<file path="src/rtl/signed_div_if.sv">
// Handshake and operand/result bundle for signed_div.
// The divider takes the slave modport; the operand source/result sink takes master.
interface signed_div_if #(
   parameter int unsigned WORD_LEN = 8
);
   logic                i_valid;
   logic                o_ready;
   logic [WORD_LEN-1:0] i_dividend;
   logic [WORD_LEN-1:0] i_divisor;
   logic                o_valid;
   logic                i_ready;
   logic [WORD_LEN-1:0] o_quotient;
   logic [WORD_LEN-1:0] o_remainder;
   logic                o_div_by_zero;

   modport slave (
      input  i_valid, i_dividend, i_divisor, i_ready,
      output o_ready, o_valid, o_quotient, o_remainder, o_div_by_zero
   );

   modport master (
      output i_valid, i_dividend, i_divisor, i_ready,
      input  o_ready, o_valid, o_quotient, o_remainder, o_div_by_zero
   );
endinterface

</file>
<file path="src/rtl/signed_div.sv">
// Sequential signed divider: radix-2 restoring iteration on magnitudes, one quotient bit/cycle.
// Optional macro SIGNED_DIV_EARLY_EXIT_EN shortcuts operations where |divisor| > |dividend|.
module signed_div #(
   parameter int unsigned WORD_LEN = 8
) (
   input logic         i_clk,
   input logic         i_srst,
   signed_div_if.slave bus
);
   localparam int unsigned CntW = $clog2(WORD_LEN);

   typedef enum logic [1:0] {StIdle, StCalc, StFix, StDone} state_e;

   state_e              state_q, state_d;
   logic [CntW-1:0]     cnt_q, cnt_d;
   logic [WORD_LEN-1:0] rem_q, rem_d;
   logic [WORD_LEN-1:0] quo_q, quo_d;
   logic [WORD_LEN-1:0] dvs_q, dvs_d;
   logic                neg_quo_q, neg_quo_d;
   logic                neg_rem_q, neg_rem_d;
   logic                dbz_q, dbz_d;
   logic [WORD_LEN-1:0] quot_out_q, quot_out_d;
   logic [WORD_LEN-1:0] rmd_out_q, rmd_out_d;
   logic                dbz_out_q, dbz_out_d;

   logic [WORD_LEN-1:0] dvd_mag, dvs_mag;
   logic [WORD_LEN:0]   shifted, trial;

   assign dvd_mag = bus.i_dividend[WORD_LEN-1] ? -bus.i_dividend : bus.i_dividend;
   assign dvs_mag = bus.i_divisor[WORD_LEN-1]  ? -bus.i_divisor  : bus.i_divisor;

   // quo_q doubles as the dividend shift register; quotient bits enter at the LSB.
   assign shifted = {rem_q, quo_q[WORD_LEN-1]};
   assign trial   = shifted - {1'b0, dvs_q};

   always_comb begin
      state_d    = state_q;
      cnt_d      = cnt_q;
      rem_d      = rem_q;
      quo_d      = quo_q;
      dvs_d      = dvs_q;
      neg_quo_d  = neg_quo_q;
      neg_rem_d  = neg_rem_q;
      dbz_d      = dbz_q;
      quot_out_d = quot_out_q;
      rmd_out_d  = rmd_out_q;
      dbz_out_d  = dbz_out_q;

      unique case (state_q)
         StIdle: begin
            if (bus.i_valid) begin
               neg_quo_d = bus.i_dividend[WORD_LEN-1] ^ bus.i_divisor[WORD_LEN-1];
               neg_rem_d = bus.i_dividend[WORD_LEN-1];
               dvs_d     = dvs_mag;
               cnt_d     = '0;
               rem_d     = '0;
               quo_d     = dvd_mag;
               dbz_d     = (bus.i_divisor == '0);
               if (bus.i_divisor == '0) begin
                  // Remainder magnitude re-signed in StFix reproduces the raw dividend.
                  rem_d   = dvd_mag;
                  state_d = StFix;
               end
`ifdef SIGNED_DIV_EARLY_EXIT_EN
               else if (dvs_mag > dvd_mag) begin
                  // Preload so a single trial (always failing) leaves q=0, r=|dividend|.
                  rem_d   = {1'b0, dvd_mag[WORD_LEN-1:1]};
                  quo_d   = {dvd_mag[0], {(WORD_LEN-1){1'b0}}};
                  cnt_d   = CntW'(WORD_LEN - 1);
                  state_d = StCalc;
               end
`endif
               else begin
                  state_d = StCalc;
               end
            end
         end
         StCalc: begin
            if (!trial[WORD_LEN]) begin
               rem_d = trial[WORD_LEN-1:0];
               quo_d = {quo_q[WORD_LEN-2:0], 1'b1};
            end else begin
               rem_d = shifted[WORD_LEN-1:0];
               quo_d = {quo_q[WORD_LEN-2:0], 1'b0};
            end
            cnt_d = cnt_q + 1'b1;
            if (cnt_q == CntW'(WORD_LEN - 1)) begin
               cnt_d   = '0;
               state_d = StFix;
            end
         end
         StFix: begin
            quot_out_d = dbz_q ? '1 : (neg_quo_q ? -quo_q : quo_q);
            rmd_out_d  = neg_rem_q ? -rem_q : rem_q;
            dbz_out_d  = dbz_q;
            state_d    = StDone;
         end
         StDone: begin
            if (bus.i_ready) begin
               state_d = StIdle;
            end
         end
         default: state_d = StIdle;
      endcase
   end

   always_ff @(posedge i_clk) begin
      if (i_srst) begin
         state_q    <= StIdle;
         cnt_q      <= '0;
         rem_q      <= '0;
         quo_q      <= '0;
         dvs_q      <= '0;
         neg_quo_q  <= 1'b0;
         neg_rem_q  <= 1'b0;
         dbz_q      <= 1'b0;
         quot_out_q <= '0;
         rmd_out_q  <= '0;
         dbz_out_q  <= 1'b0;
      end else begin
         state_q    <= state_d;
         cnt_q      <= cnt_d;
         rem_q      <= rem_d;
         quo_q      <= quo_d;
         dvs_q      <= dvs_d;
         neg_quo_q  <= neg_quo_d;
         neg_rem_q  <= neg_rem_d;
         dbz_q      <= dbz_d;
         quot_out_q <= quot_out_d;
         rmd_out_q  <= rmd_out_d;
         dbz_out_q  <= dbz_out_d;
      end
   end

   assign bus.o_ready       = (state_q == StIdle);
   assign bus.o_valid       = (state_q == StDone);
   assign bus.o_quotient    = quot_out_q;
   assign bus.o_remainder   = rmd_out_q;
   assign bus.o_div_by_zero = dbz_out_q;
endmodule
</file>
<file path="src/flat_wrapper.sv">
// flat-port wrapper written by rule: the top's interface ports become plain ports
module signed_div_flat 
#(
   parameter int unsigned WORD_LEN = 8
)
  (i_clk, i_srst, bus_i_valid, bus_i_dividend, bus_i_divisor, bus_i_ready, bus_o_ready, bus_o_valid, bus_o_quotient, bus_o_remainder, bus_o_div_by_zero);
  signed_div_if #(.WORD_LEN(WORD_LEN)) bus_i ();
  input logic i_clk;
  input logic i_srst;
  input wire logic [$bits(bus_i.i_valid)-1:0] bus_i_valid;
  input wire logic [$bits(bus_i.i_dividend)-1:0] bus_i_dividend;
  input wire logic [$bits(bus_i.i_divisor)-1:0] bus_i_divisor;
  input wire logic [$bits(bus_i.i_ready)-1:0] bus_i_ready;
  output wire logic [$bits(bus_i.o_ready)-1:0] bus_o_ready;
  output wire logic [$bits(bus_i.o_valid)-1:0] bus_o_valid;
  output wire logic [$bits(bus_i.o_quotient)-1:0] bus_o_quotient;
  output wire logic [$bits(bus_i.o_remainder)-1:0] bus_o_remainder;
  output wire logic [$bits(bus_i.o_div_by_zero)-1:0] bus_o_div_by_zero;
  assign bus_i.i_valid = bus_i_valid;
  assign bus_i.i_dividend = bus_i_dividend;
  assign bus_i.i_divisor = bus_i_divisor;
  assign bus_i.i_ready = bus_i_ready;
  assign bus_o_ready = bus_i.o_ready;
  assign bus_o_valid = bus_i.o_valid;
  assign bus_o_quotient = bus_i.o_quotient;
  assign bus_o_remainder = bus_i.o_remainder;
  assign bus_o_div_by_zero = bus_i.o_div_by_zero;
  signed_div #(.WORD_LEN(WORD_LEN)) u_core (.i_clk(i_clk), .i_srst(i_srst), .bus(bus_i));
endmodule
</file>
<file path="config.mk">
export PLATFORM = sky130hd
export DESIGN_NAME = signed_div_flat
export DESIGN_NICKNAME = d
export VERILOG_FILES = /design/src/rtl/signed_div_if.sv /design/src/rtl/signed_div.sv /design/src/flat_wrapper.sv
export SDC_FILE = /design/constraint.sdc
export NUM_CORES = 1
export LEC_CHECK = 0
export CORE_UTILIZATION = 50
export DETAILED_ROUTE_END_ITERATION = 8
export PLACE_DENSITY = 0.73
export RECOVER_POWER = 25
export REMOVE_ABC_BUFFERS = 1
export SYNTH_ARGS = -nofsm -noshare
export SYNTH_HDL_FRONTEND = slang
export SYNTH_SLANG_ARGS = --single-unit
</file>
<file path="constraint.sdc">
create_clock -name i_clk -period 3.3 [get_ports i_clk]
set_clock_uncertainty 0.05 [all_clocks]
set_input_delay 0.495 -clock i_clk [delete_from_list [all_inputs] [get_ports i_clk]]
set_output_delay 0.495 -clock i_clk [all_outputs]
set_load 0.03 [all_outputs]
</file>
**Yosys cells after proc, flatten, opt, wreduce, memory -nomap -nowiden**

Index checks and enable logic that the tools add are counted.

- Logic and storage cells: 51
- Input bits: 20
- Output and inout port bits: 19
- Register bits after elaboration: 49

- Add/sub/neg operators: 6
- Reductions and logical operators: 6
- Equal/unequal tests: 7
- Mux-type cells: 20
- Bitwise gates (word level): 1

Operator list:

| operator | count |
|---|---|
| 8-bit 2-to-1 mux | 9 |
| 8-bit negator | 4 |
| 8-bit case mux with 2 select lines | 2 |
| 9-bit by 8-bit subtractor with 9-bit output | 1 |
| 8-bit logical NOT | 1 |
| 2-bit 2-to-1 mux | 4 |
| 2-bit case mux with 4 select lines | 1 |
| 3-bit 2-to-1 mux | 2 |
| 3-bit case mux with 2 select lines | 1 |
| 2-bit == test (second input constant) | 2 |
| 2-bit inequality test (second input constant) | 2 |
| 2-bit AND reduction | 2 |
| 3-bit by 1-bit adder with 3-bit output (second input constant) | 1 |
| 3-bit == test (second input constant) | 1 |
| 3-bit AND reduction | 1 |
| 2-bit by 1-bit == test with 1-bit output (second input constant) | 1 |
| 2-bit logical NOT | 1 |
| 2-bit by 1-bit inequality test with 1-bit output (second input constant) | 1 |
| 2-bit nonzero test | 1 |
| 1-bit 2-to-1 mux | 1 |
| 1-bit XOR | 1 |

**Depth between registers and ports, before layout**

- Word-level depth: 5
- Mapped depth: 10
- Gate-level depth less buffers: 9

**Worst setup path before layout**

Ideal clock, no wire load.

- Path type: reg-to-reg
- Start: reg u_core.quo_q[7]
- End: reg u_core.rem_q[4]
- Data arrival time: 2224 ps
- Cell stages (with the launch flop): 11
- Period minus slack after synthesis: 2398 ps
- Path slack: 902 ps
- Cells stage by stage: dfxtp_1 inv_1 ha_1 fa_1 nor2b_1 o2111ai_1 and3_1 or3_1 clkbuf_1 a211oi_1 nor3_2

- Longest elaborated chain between the ends: 3

Ends and longest elaborated chain:

| what | line | source |
|---|---|---|
| start, declared | signed_div.sv:17 | `logic [WORD_LEN-1:0] quo_q, quo_d;` |
| start signal, assigned | signed_div.sv:124 | `quo_q <= quo_d;` |
| 9-bit by 8-bit subtractor with 9-bit output | signed_div.sv:34 | `assign trial = shifted - {1'b0, dvs_q};` |
| 8-bit 2-to-1 mux | signed_div.sv:79 | `if (!trial[WORD_LEN]) begin` |
| 8-bit case mux with 2 select lines | signed_div.sv:49 | `unique case (state_q)` |
| end signal, assigned | signed_div.sv:123 | `rem_q <= rem_d;` |
| end, declared | signed_div.sv:16 | `logic [WORD_LEN-1:0] rem_q, rem_d;` |

No other way between the ends.
A chain may end at the register's enable or synchronous reset.

==> flow_metrics.tcl <==
set metrics [dict create \
    crit_chain "dlygate4sd3_1, clkbuf_1, a211oi_1, and3_1" \
    worstMarginPinSlew_ns 1.63 \
    p_leak_nw 1.38 \
    p_seq_frac 0.275 \
    finalCriticalPeriod_ns 2.84 \
    coreArea_um2 5920 \
    status "finished with violations" \
    hold_path_class "register to register" \
    cts_root_buffer "clkbuf_8" \
    cts_num_sinks 49 \
    port_buffers 38 \
    clk_latency_ns 0.30 \
    io_pins 39 \
    synth-seq-area-share 0.319 \
    slew_headroom -0.0868 \
    synth.distinct_cells 49 \
    finalSetupViolations 0 \
    synthAdderAreaFrac 0.0797 \
    power_frac_comb 0.602 \
    period_share 0.861 \
    slowest_delay_ns 1.24 \
    synth_edf_count 0 \
    layout-drive-gt1-share 0.0576 \
    grt_pass1_wl_um 11600 \
    fillerInstances 564 \
    dieArea_um2 6470 \
    cts_buffers 5 \
    async_flop_share 0 \
    synthTopCellsByArea "dfxtp_1 (32%), ha_1 (7.3%), nor2_1 (6.6%)" \
    switching_share 0.463 \
    power.switching_mw 1.59 \
    nets 456 \
    min_delay_path_depth 2 \
    synth.largest_area_cell "dfxtp_1" \
    routabilityCongestion 0.892 \
    fin_tns_setup_ns 0 \
    area_growth_pct 17.5 \
    ys_seq_elements 49 \
    tritoncts "done" \
    synthSimpleGateAreaFrac 0.225 \
    synth_compound_area_frac 0.214 \
    drt_iter0_drc 191 \
    hold_viol_final 0 \
    antenna_found_initial 0 \
    cpMaxStageDelayCell "clkbuf_1" \
    syn_area_um2 3080 \
    crit_arrival_ns 2.99 \
    antenna_left 0 \
    max_cap_viol_count 1 \
    vias 2801 \
    worstPathMaxFanout 37 \
    initial_core_util 0.519 \
    synthMuxAreaShare 0.0264 \
    yosysTopAreaCellShare 0.319 \
    reg2reg_depth 9 \
    grt_setup_unrepaired "false" \
    dp_hpwl_um 5400 \
    routed_via_density 5.69 \
    fp.dieH_um 80.4 \
    synthXorXnorAreaFrac 0.0826 \
    cts.path.max_buffers 2 \
    r2r_start "u_core.quo_q[7]" \
    h-tree-depth 2 \
    first_pass_iters 4 \
    post_cts_buffers 0 \
    r2r-end "u_core.rem_q[4]" \
    crit_path_start_kind "primary input" \
    total_power_mw 3.43 \
    ys.flop_type "dfxtp_1" \
    routed_wl_um 7220 \
    syn_avg_cell_area_um2 7.93 \
    required_ns 3.44 \
    grtUsageTotal 0.234 \
    yosys_warnings 0 \
    num_antenna_cells 0 \
    grt-ovfl-total 0 \
    grt_pass1_vias 2422 \
    violations "max-capacitance violations, max-slew violations" \
    hold_buffers 0 \
    final-seq-area_um2 981 \
    pwr-share-clk 0.122 \
    row_count 28 \
    ctsResizeCount 0 \
    syn_inst 388 \
    crit_path_end_kind "register" \
    synth_top_family_by_area "simple AND/OR/NAND/NOR gates" \
    max_freq_mhz 352 \
    grt_start_max_net_pins 38 \
    die_width_um 80.4 \
    rrSetupSlack_ns 0.62 \
    pwr_density_cell_nw_per_um2 950 \
    drcViolationCount 0 \
    multiInputGateArea_um2 1930 \
    drv_slew 38 \
    ir_drop_mv 0.606 \
    critPathKind "primary input to register" \
    p_int_mw 1.84 \
    clk_pin_slew_ns 0.08 \
    whs_endpoint "u_core.cnt_q[1]" \
    final_core_utilization 0.610 \
    drt-wirelength-per-cell_um 14.7 \
    hold_slack_ns 0.423 \
    holdCritStartpoint "u_core.cnt_q[1]" \
]
[through the flow]
step           setup WS, ns  instances  cell area (um2)
2_1_floorplan         0.944        366             2990
3_3_place_gp          0.522        485             3510
3_5_place_dp          0.470        485             3510
4_1_cts               0.634        492             3620
5_1_grt               0.347        492             3610
6_report              0.457        492             3610
[layer usage]
layer  vias to the layer above  GRT usage  wire length (um)
met4                         0     0.0679               119
met3                        12     0.0341               324
met2                        70      0.388              3370
met5                         -          0                 0
li1                       1426          -                 -
met1                      1293      0.311              3420
[flip-flops by register name, indices dropped and copies added, names as in the netlist]
signal and cells:
u_core.bus.o_remainder 8, u_core.quo_q 8, u_core.bus.o_quotient 8, u_core.bus.o_div_by_zero 1
u_core.state_q 2, u_core.dbz_q 1, u_core.neg_quo_q 1, u_core.rem_q 8
u_core.dvs_q 8, u_core.cnt_q 3, u_core.neg_rem_q 1
[synthesized netlist by cell type, drive strengths merged, types with 2 or more instances]
master	count
nor2	55
dfxtp	49
nand2	30
a21oi	24
a211oi	22
inv	21
ha	18
clkbuf	17
o21ai	17
xnor2	17
nor3	12
xor2	12
o31ai	9
nand2b	8
mux2i	7
o22ai	7
and3	5
buf	5
nor2b	5
nor4	5
o211ai	5
o21a	4
nand3	3
nand4	3
a21o	2
a31oi	2
a32oi	2
and2	2
nand3b	2
nand4b	2
o2111ai	2
or2	2
or3	2
or4	2
[cell usage in the layout, fill, tap and decap left out, types with 11 or more instances in the layout]
master	count
nor2_1	54
dfxtp_1	49
nand2_1	30
clkdlybuf4s50_1	27
a21oi_1	23
a211oi_1	22
inv_1	21
ha_1	18
xnor2_1	17
o21ai_0	15
xor2_1	12
dlygate4sd3_1	11
[final cells by class]
cell class / instances / area share
clock buffers: 5 / 0.0191
multi-input cells: 296 / 0.535
clock inverters: 2 / 0.00970
repair buffers: 44 / 0.117
flip-flops and latches: 49 / 0.272
well taps: 75 / 0.0260
inverters: 21 / 0.0218
[critical path, delay by kind of cell]
kind	cells	cell delay [ns]
buf+inv	2	2.15
simple gates	1	0.26
compound gates	1	0.06
[worst max-delay path by stage]
stage                startpoint               to  slack, ns  depth (start not counted)
2_1_floorplan   u_core.quo_q[7]  u_core.rem_q[4]       0.94                          9
3_3_place_gp   bus_i_divisor[0]  u_core.rem_q[4]       0.52                          8
3_5_place_dp   bus_i_divisor[0]  u_core.rem_q[4]       0.47                          8
4_1_cts         u_core.quo_q[7]  u_core.rem_q[4]       0.63                          9
5_1_grt                  i_srst  u_core.rem_q[0]       0.35                          4
6_report                 i_srst  u_core.rem_q[0]       0.46                          4
[kinds of logic after synthesis]
| logic type | after synthesis |
|---|---|
| and+or+nand+nor | 139 |
| AOI/OAI and AO/OA | 101 |
| DFF | 49 |
| buffers and inverters | 43 |
| xor gates and xnor gates | 29 |
| adders and majority gates | 19 |
| muxes | 8 |
[power by group through the flow]
stage               logic, mW  registers [mW]  clock network, mW
finish                   2.07           0.945              0.419
global route             2.30           0.968              0.455
CTS                      2.08           0.941              0.426
detailed placement       2.07           0.955                  0
global placement         2.05           0.949                  0
floorplan                1.40            1.02                  0
Power figures use the tool's default switching activity.
